[src/rtl/vga_pkg.sv]
// Shared VGA 640x480 timing constants, capture FSM state type and SRAM address helpers
// used by the frame-capture path.
package vga_pkg;

    localparam int H_SYNC_LEN = 96;
    localparam int H_START    = 144;
    localparam int H_TOTAL    = 800;
    localparam int V_SYNC_LEN = 2;
    localparam int V_START    = 35;
    localparam int V_TOTAL    = 525;

    localparam int CAP_WIDTH  = 320;
    localparam int CAP_HEIGHT = 320;
    localparam int CAP_BASE   = 204800;

    typedef enum logic [1:0] {IDLE, WAIT_VS, CAPTURE, DONE} cap_state_t;

    typedef logic [18:0] sram_addr_t;

    // base + major*stride + minor evaluated in 32 bits, then cut to the SRAM address width
    function automatic sram_addr_t pixel_addr(input logic [31:0] base,
                                              input logic [31:0] major,
                                              input logic [31:0] minor,
                                              input logic [31:0] stride);
        logic [31:0] full;
        full = base + major * stride + minor;
        return full[18:0];
    endfunction

    function automatic logic [15:0] sat_inc(input logic [15:0] value);
        return (value == 16'hFFFF) ? value : value + 16'd1;
    endfunction

endpackage

[src/rtl/vga_sync_tracker.sv]
// Sync edge detection and horizontal/vertical position counters for an incoming VGA stream;
// everything advances only on pix_en ticks.
module vga_sync_tracker
    import vga_pkg::*;
(
    input  logic        clk,
    input  logic        rst,
    input  logic        pix_en,
    input  logic        h_sync,
    input  logic        v_sync,
    output logic        tick,
    output logic        h_rise,
    output logic        v_rise,
    output logic [15:0] h_pos,
    output logic [15:0] line
);

    logic        prev_h;
    logic        prev_v;
    logic [15:0] h_pos_q;
    logic [15:0] line_q;

    assign tick   = pix_en;
    assign h_rise = pix_en & h_sync & ~prev_h;
    assign v_rise = pix_en & v_sync & ~prev_v;

    // h_pos/line give the position of the current tick; the _q registers hold the last tick's
    always_comb begin
        h_pos = h_rise ? 16'd0 : sat_inc(h_pos_q);
        if (v_rise) begin
            line = 16'd0;
        end else if (h_rise) begin
            line = sat_inc(line_q);
        end else begin
            line = line_q;
        end
    end

    always_ff @(posedge clk) begin
        if (rst) begin
            prev_h  <= 1'b0;
            prev_v  <= 1'b0;
            h_pos_q <= 16'd0;
            line_q  <= 16'd0;
        end else if (pix_en) begin
            prev_h  <= h_sync;
            prev_v  <= v_sync;
            h_pos_q <= h_pos;
            line_q  <= line;
        end
    end

endmodule

[src/rtl/vga_frame_capture.sv]
// Captures one window of one incoming VGA frame into the frame SRAM after a start request.
// Define VGA_CAPTURE_ROTATE_EN for transposed (column-major) SRAM addressing.
module vga_frame_capture
    import vga_pkg::*;
#(
    parameter int H_START   = vga_pkg::H_START,
    parameter int V_START   = vga_pkg::V_START,
    parameter int WIDTH     = vga_pkg::CAP_WIDTH,
    parameter int HEIGHT    = vga_pkg::CAP_HEIGHT,
    parameter int BASE_ADDR = vga_pkg::CAP_BASE
) (
    input  logic        clk,
    input  logic        rst,
    input  logic        pix_en,
    input  logic        start,
    input  logic        h_sync,
    input  logic        v_sync,
    input  logic [7:0]  rgb,
    output logic        wr_en,
    output logic [18:0] wr_addr,
    output logic [7:0]  wr_data,
    output logic        busy,
    output logic        frame_done,
    output logic        frame_err
);

    localparam logic [31:0] H_LO     = 32'(H_START);
    localparam logic [31:0] H_HI     = 32'(H_START + WIDTH);
    localparam logic [31:0] V_LO     = 32'(V_START);
    localparam logic [31:0] V_HI     = 32'(V_START + HEIGHT);
    localparam logic [31:0] LAST_COL = 32'(WIDTH - 1);
    localparam logic [31:0] LAST_ROW = 32'(HEIGHT - 1);

    logic        tick;
    logic        h_rise;
    logic        v_rise;
    logic [15:0] h_pos;
    logic [15:0] line;
    logic [31:0] h_pos32;
    logic [31:0] line32;
    logic [31:0] col;
    logic [31:0] row;
    logic        active;
    logic        last_pixel;
    sram_addr_t  addr;
    cap_state_t  state;

    vga_sync_tracker u_tracker (
        .clk    (clk),
        .rst    (rst),
        .pix_en (pix_en),
        .h_sync (h_sync),
        .v_sync (v_sync),
        .tick   (tick),
        .h_rise (h_rise),
        .v_rise (v_rise),
        .h_pos  (h_pos),
        .line   (line)
    );

    // Window test and pixel address for the position of the current tick
    always_comb begin
        h_pos32    = {16'd0, h_pos};
        line32     = {16'd0, line};
        col        = h_pos32 - H_LO;
        row        = line32 - V_LO;
        active     = (h_pos32 >= H_LO) && (h_pos32 < H_HI) &&
                     (line32 >= V_LO) && (line32 < V_HI);
        last_pixel = (row == LAST_ROW) && (col == LAST_COL);
`ifdef VGA_CAPTURE_ROTATE_EN
        addr = pixel_addr(32'(BASE_ADDR), col, row, 32'(HEIGHT));
`else
        addr = pixel_addr(32'(BASE_ADDR), row, col, 32'(WIDTH));
`endif
    end

    always_ff @(posedge clk) begin
        if (rst) begin
            state      <= IDLE;
            wr_en      <= 1'b0;
            wr_addr    <= '0;
            wr_data    <= '0;
            busy       <= 1'b0;
            frame_done <= 1'b0;
            frame_err  <= 1'b0;
        end else begin
            wr_en      <= 1'b0;
            frame_done <= 1'b0;
            frame_err  <= 1'b0;
            case (state)
                IDLE: begin
                    if (start) begin
                        state <= WAIT_VS;
                        busy  <= 1'b1;
                    end
                end
                WAIT_VS: begin
                    if (v_rise) begin
                        state <= CAPTURE;
                    end
                end
                CAPTURE: begin
                    // a new frame starting before the window is complete truncates the capture
                    if (v_rise) begin
                        frame_err <= 1'b1;
                        busy      <= 1'b0;
                        state     <= IDLE;
                    end else if (tick && active) begin
                        wr_en   <= 1'b1;
                        wr_data <= rgb;
                        wr_addr <= addr;
                        if (last_pixel) begin
                            busy  <= 1'b0;
                            state <= DONE;
                        end
                    end
                end
                DONE: begin
                    frame_done <= 1'b1;
                    state      <= IDLE;
                end
                default: begin
                    busy  <= 1'b0;
                    state <= IDLE;
                end
            endcase
        end
    end

endmodule

[config.mk]
export PLATFORM = sky130hd
export DESIGN_NAME = vga_frame_capture
export DESIGN_NICKNAME = d
export VERILOG_FILES = /design/src/rtl/vga_pkg.sv /design/src/rtl/vga_sync_tracker.sv /design/src/rtl/vga_frame_capture.sv
export SDC_FILE = /design/constraint.sdc
export NUM_CORES = 1
export LEC_CHECK = 0
export CAP_MARGIN = 0
export CORE_MARGIN = 4
export CORE_UTILIZATION = 61
export CTS_BUF_LIST = sky130_fd_sc_hd__clkbuf_2 sky130_fd_sc_hd__clkbuf_4 sky130_fd_sc_hd__clkbuf_8
export CTS_CLUSTER_SIZE = 10
export DETAILED_ROUTE_END_ITERATION = 12
export HOLD_SLACK_MARGIN = 0.08
export PLACE_DENSITY = 0.84
export RECOVER_POWER = 50
export SKIP_CTS_REPAIR_TIMING = 1
export SLEW_MARGIN = 0
export SYNTH_ARGS = -nofsm -noshare
export SYNTH_HDL_FRONTEND = slang
export SYNTH_SLANG_ARGS = --single-unit
export TNS_END_PERCENT = 5
[constraint.sdc]
create_clock -name clk -period 7.2 [get_ports clk]
set_clock_uncertainty 0.1 [all_clocks]
set_input_delay 1.44 -clock clk [delete_from_list [all_inputs] [get_ports clk]]
set_output_delay 1.44 -clock clk [all_outputs]
set_load 0.02 [all_outputs]
---- Yosys cells after proc, flatten, opt, wreduce, memory -nomap -nowiden ----
Index checks and enable logic that the tools add are counted.
storage, ports and cells
  bits of input ports ..................... 14
  logic and storage cells ................. 72
  register bits ........................... 67
  output and inout bits ................... 31
operators by class
  multipliers ............................. 1
  mux-type cells .......................... 19
  eq/ne operators ......................... 11
  reduce and logical (&&, ||, !) cells .... 12
  magnitude comparators ................... 4
  add/subtract/negate cells ............... 6
  bitwise operators ....................... 8
operators with widths
  operator                number
  $mux 16                 5
  $eq 32x9->1 const B     2
  $add 16x1->16 const B   2
  $eq 16x16->1 const B    2
  $lt 16x9->1 const B     2
  $mul 32x3->13 const B   1
  $add 18x19->19 const A  1
  $add 19x19->19          1
  $sub 16x6->17 const B   1
  $sub 16x8->17 const B   1
  $ge 16x6->1 const B     1
  $ge 16x8->1 const B     1
  $mux 2                  5
  $pmux 2 s4              1
  $reduce_and 4->1        2
  $mux 1                  7
  $ne 3x2->1 const B      2
  $logic_and 1x1->1       5
  $and 1x1->1             4
  $eq 2x2->1 const B      2
  $not 1->1               4
  $reduce_and 3->1        1
  $reduce_or 3->1         1
  $eq 2x1->1 const B      1
  6 further kinds         6

---- Longest topological paths before layout ----
  depth after elaboration ................. 11
  depth in mapped cells ................... 28
  gate-level depth less buffers ........... 27

---- Hierarchy ----
A second synthesis with hierarchy kept.
unflattened totals
  cell total of the unflattened synthesis .. 665
  area total of the unflattened synthesis .. 5173.7 µm²
modules (own cells, without submodules)
  module             times used  area each (µm²)  cells an instance  sequential area each (µm²)
  vga_frame_capture  1           3081.7           386                660.6
  vga_sync_tracker   1           2092.0           279                680.7

---- Worst setup path before layout ----
No wires, ideal clock.
  path type ............................... input to register
  start ................................... in pix_en
  end ..................................... reg wr_addr[18]
  arrival time ............................ 6187 ps
  path buffers ............................ 2
  stages on the path ...................... 25
  path slack .............................. 798 ps
  library setup time ...................... 115 ps
  cells stage by stage .................... buf_2 nand3b_1 clkbuf_1 nor2_1 xnor2_1 or2_2 inv_1 ha_1 or3_1 and2_1 xnor2_1 ha_1 ha_1 o21ai_0 o21bai_1 a21o_1 a21oi_1 xor2_1 ha_1 inv_1 ha_1 or3_1 o211ai_1 xnor2_1 o21a_1
between the ends
  word-level cells in the longest chain between the ends .. 9
RTL lines
  what                                                   RTL line                  text
  start, declared                                        vga_frame_capture.sv:14   input logic pix_en,
  $and 1x1->1 (2 in series)                              vga_sync_tracker.sv:24    assign h_rise = pix_en & h_sync & ~prev_h;
  $mux 16                                                vga_sync_tracker.sv:32    end else if (h_rise) begin
  $mux 16 (*)                                            vga_sync_tracker.sv:30    if (v_rise) begin
  via line[0]                                            vga_frame_capture.sv:38   logic [15:0] line;
  branches (longest 5 deep; another with $mul 32x3->13)  n/a
  end signal, assigned                                   vga_frame_capture.sv:111  wr_addr <= addr;
  end, declared                                          vga_frame_capture.sv:20   output logic [18:0] wr_addr,
Mark *: on every way through the listed nets, which the timed path passes.
A chain may end at the register's enable or synchronous reset.

---- Final worst setup path ----
Ends and elaborated chain as after synthesis.

==> metrics.md <==
| Metric | Value |
|---|---|
| Total gr overflow | 0 |
| Most frequent cell after synthesis | nor2_1 |
| Num CTS Buffers | 9 |
| Crit start category | primary input |
| Core box area | 8720 um^2 |
| Slew Viols, Final | 69 |
| Die Y | 103 um |
| Starting Density | 62.9% |
| H-tree depth | 3 |
| Clock buffer depth | 2 |
| Worst vdd ir | 0.000137 V |
| Initial antenna violation count | 0 |
| FILL cells | 708 |
| Final Wtd Congestion | 0.969 |
| Fin crit period | 6.79 ns |
| Pin count of the biggest net entering global routing | 69 |
| CP max FO | 8 |
| Layout Area Growth over Synthesis | 13.5% |
| Via density | 6.47 |
| RSZ-0062 raised after global routing | false |
| Synth Instances | 664 |
| Dpl hpwl | 10.7 mm |
| Hold WC Path Type | flip-flop to flip-flop |
| Ys async rst share | 0% |
| CP arrival | 6.95 ns |
| CTS Root Cell | clkbuf_8 |
| Ys Warns | 0 |
| Failing checks | max-capacitance violations, max-slew violations |
| Met2 Use GR | 46.9% |
| Worst setup EP type | flip-flop |
| R2r setup slk | 1.08 ns |
| First-pass GRT wire length | 23.8 mm |
| GRT met1 Usage | 37.0% |
| Tot GR Track Use | 28.0% |
| Synth unique cells | 82 |
| Clk sink count | 67 |
| CP most frequent cell | xnor2_1 |
| DR vias | 5251 |
| Slew at the pin with the worst max-slew slack | 3.02 ns |
| Synth area leader | dfxtp_1 |
| Post-synth EDFFs | 0 |
| Yosys top cell area share | 24.5% |
| Die Area | 10600 um^2 |
| Cell Count Post-Placement | 795 |
| Synth cell count leaders | nor2_1 (91), dfxtp_1 (67), ha_1 (49) |
| Share of cells above drive strength 1 | 7.11% |
| Final number of setup-violating endpoints | 0 |
| Fmax | 0.147 GHz |
| Critical path's slowest cell | clkdlybuf4s50_1 |
| Hold Vio Cnt, Final | 0 |
| Synth Flop Type | dfxtp_1 |
| Synthesized area per cell | 8.26 um^2 |
| Synth Register Bits | 67 |
| Leakage | 2.55 nW |
| DR WL/cell | 17.8 um |
| Req. time, crit path | 7.36 ns |
| Syn nets | 729 |
| Post-Route WL | 14.5 mm |
| Final Cycle Share | 94.3% |
| Vias in the first global route | 4957 |
| Clk Latency, worst-skew pair | 0.36 ns |
| Power per cell area | 158 nW/um^2 |
| Synthesized area | 5480 um^2 |
| Diode count | 0 |
| Post-layout nets | 763 |
| I/O pins | 45 |
| Die width | 103 um |
| Clock Pin Slew Worst Setup and Hold Paths | 0.09 ns |
| Drt drc | 0 |
| Port Buf Inserts | 44 |
| Slew headroom | -101% |
| Non-Filler Instances | 811 |
| Rows | 34 |
| Share of the yosys chip area belonging to registers | 24.5% |
| Outcome | finished, violations left |
| Drt first-iter violations | 304 |
| CTS tree | yes |
| 1st-pass router iterations | 5 |
| Routing usage on met3 | 5.41% |
| Largest cells by area after synthesis | dfxtp_1 (24%), ha_1 (11%), mux2i_1 (8.0%), nor2_1 (6.2%), xnor2_1 (4.6%) |
| Critical path type | primary input to flip-flop |
| GRT Max-Usage Layer | met2 |
| CP max stage delay | 0.61 ns |
| Max-Cap Viols | 1 |
| Setup TNS | 0 ns |
| Remaining antenna violation count after routing | 0 |
-- registers in the layout, summed over array words and instances (netlist names), 2 cells and up --
signal,flops
wr_addr,19
u_tracker.line_q,16
wr_data,8
u_tracker.h_pos_q,16
state,2
-- final cells by class --
class | count | area, um^2 | share of cell area (%)
Sequential cell | 67 | 1340 | 21.6
Inverter | 27 | 101 | 1.63
Clock inverter | 7 | 121 | 1.95
Clock buffer | 9 | 124 | 1.99
Multi-Input combinational cell | 539 | 3890 | 62.6
Timing Repair Buffer | 54 | 507 | 8.15
Tap cell | 108 | 135 | 2.17
-- routing by layer --
metal | vias up | part of all wire [%]
met5 | - | 0
met4 | 0 | 2.4
met3 | 34 | 7.4
met2 | 254 | 48
met1 | 2445 | 42
li1 | 2518 | -
-- path summary, 6_finish.rpt --
| path | from | to | cells past startpoint |
|---|---|---|---|
| min reg2reg | wr_addr[14]$_SDFFE_PP0P_ | wr_addr[14]$_SDFFE_PP0P_ | 2 |
| min | wr_addr[14]$_SDFFE_PP0P_ | wr_addr[14]$_SDFFE_PP0P_ | 2 |
| max | pix_en | wr_addr[18]$_SDFFE_PP0P_ | 25 |
| max reg2reg | u_tracker.line_q[0]$_SDFFE_PP0P_ | wr_addr[18]$_SDFFE_PP0P_ | 26 |
-- report_power, final --
| part | switching [mW] | internal (mW) | leakage, nW | total [mW] |
|---|---|---|---|---|
| sequential | 0.00648 | 0.374 | 0.541 | 0.381 |
| clock | 0.171 | 0.233 | 0.124 | 0.404 |
| combinational | 0.108 | 0.0917 | 1.89 | 0.199 |
-- cells in the final DEF (no fill, tap or decap), types with 10 or more instances in the layout --
master | synthesis | layout
nand2_1 | 35 | 35
dfxtp_1 | 67 | 67
nand3_1 | 27 | 27
nor3_1 | 30 | 30
mux2i_1 | 44 | 44
nor2_1 | 91 | 91
inv_1 | 27 | 27
nor4_1 | 14 | 14
o21ai_0 | 19 | 19
o21bai_1 | 10 | 10
clkdlybuf4s50_1 | 0 | 12
a21oi_1 | 29 | 29
xnor2_1 | 29 | 29
dlygate4sd3_1 | 0 | 31
ha_1 | 49 | 49
-- kinds of logic (layout without fill, tap and decap cells) --
logic type | Yosys count | in the layout | synth area share, %
simple gates | 280 | 280 | 28.4
compound gates | 124 | 124 | 15.7
flops | 67 | 67 | 24.5
buf+inv | 58 | 97 | 4.56
fa+ha+maj | 51 | 51 | 11.9
mux | 45 | 45 | 8.24
xor+xnor | 39 | 39 | 6.75
-- metrics by stage --
stage / worst slack (ns) / utilization [%] / hold slack, ns / cell area (um^2) / total power [mW]
2_1_floorplan: 0.798 / - / 0.366 / 5480 / 0.538
3_5_place_dp: 0.0876 / 68.6 / 0.385 / 5980 / 0.587
5_1_grt: 0.00941 / 71.3 / 0.431 / 6220 / 1.03
3_3_place_gp: 0.398 / 68.6 / 0.372 / 5980 / 0.580
6_report: 0.412 / 71.3 / 0.397 / 6220 / 0.984
4_1_cts: 0.435 / 71.4 / 0.409 / 6220 / 0.991
-- worst max-delay path: cells and delay by family --
family / cells / cell delay [ns]
AO/OA/AOI/OAI: 6 / 1.00
XOR/XNOR: 8 / 1.50
adder cells (fa/ha/maj): 4 / 1.08
buffers and inverters: 2 / 0.67
AND/OR/NAND/NOR: 5 / 1.28
No activity file was read; power rests on OpenSTA's default activity.
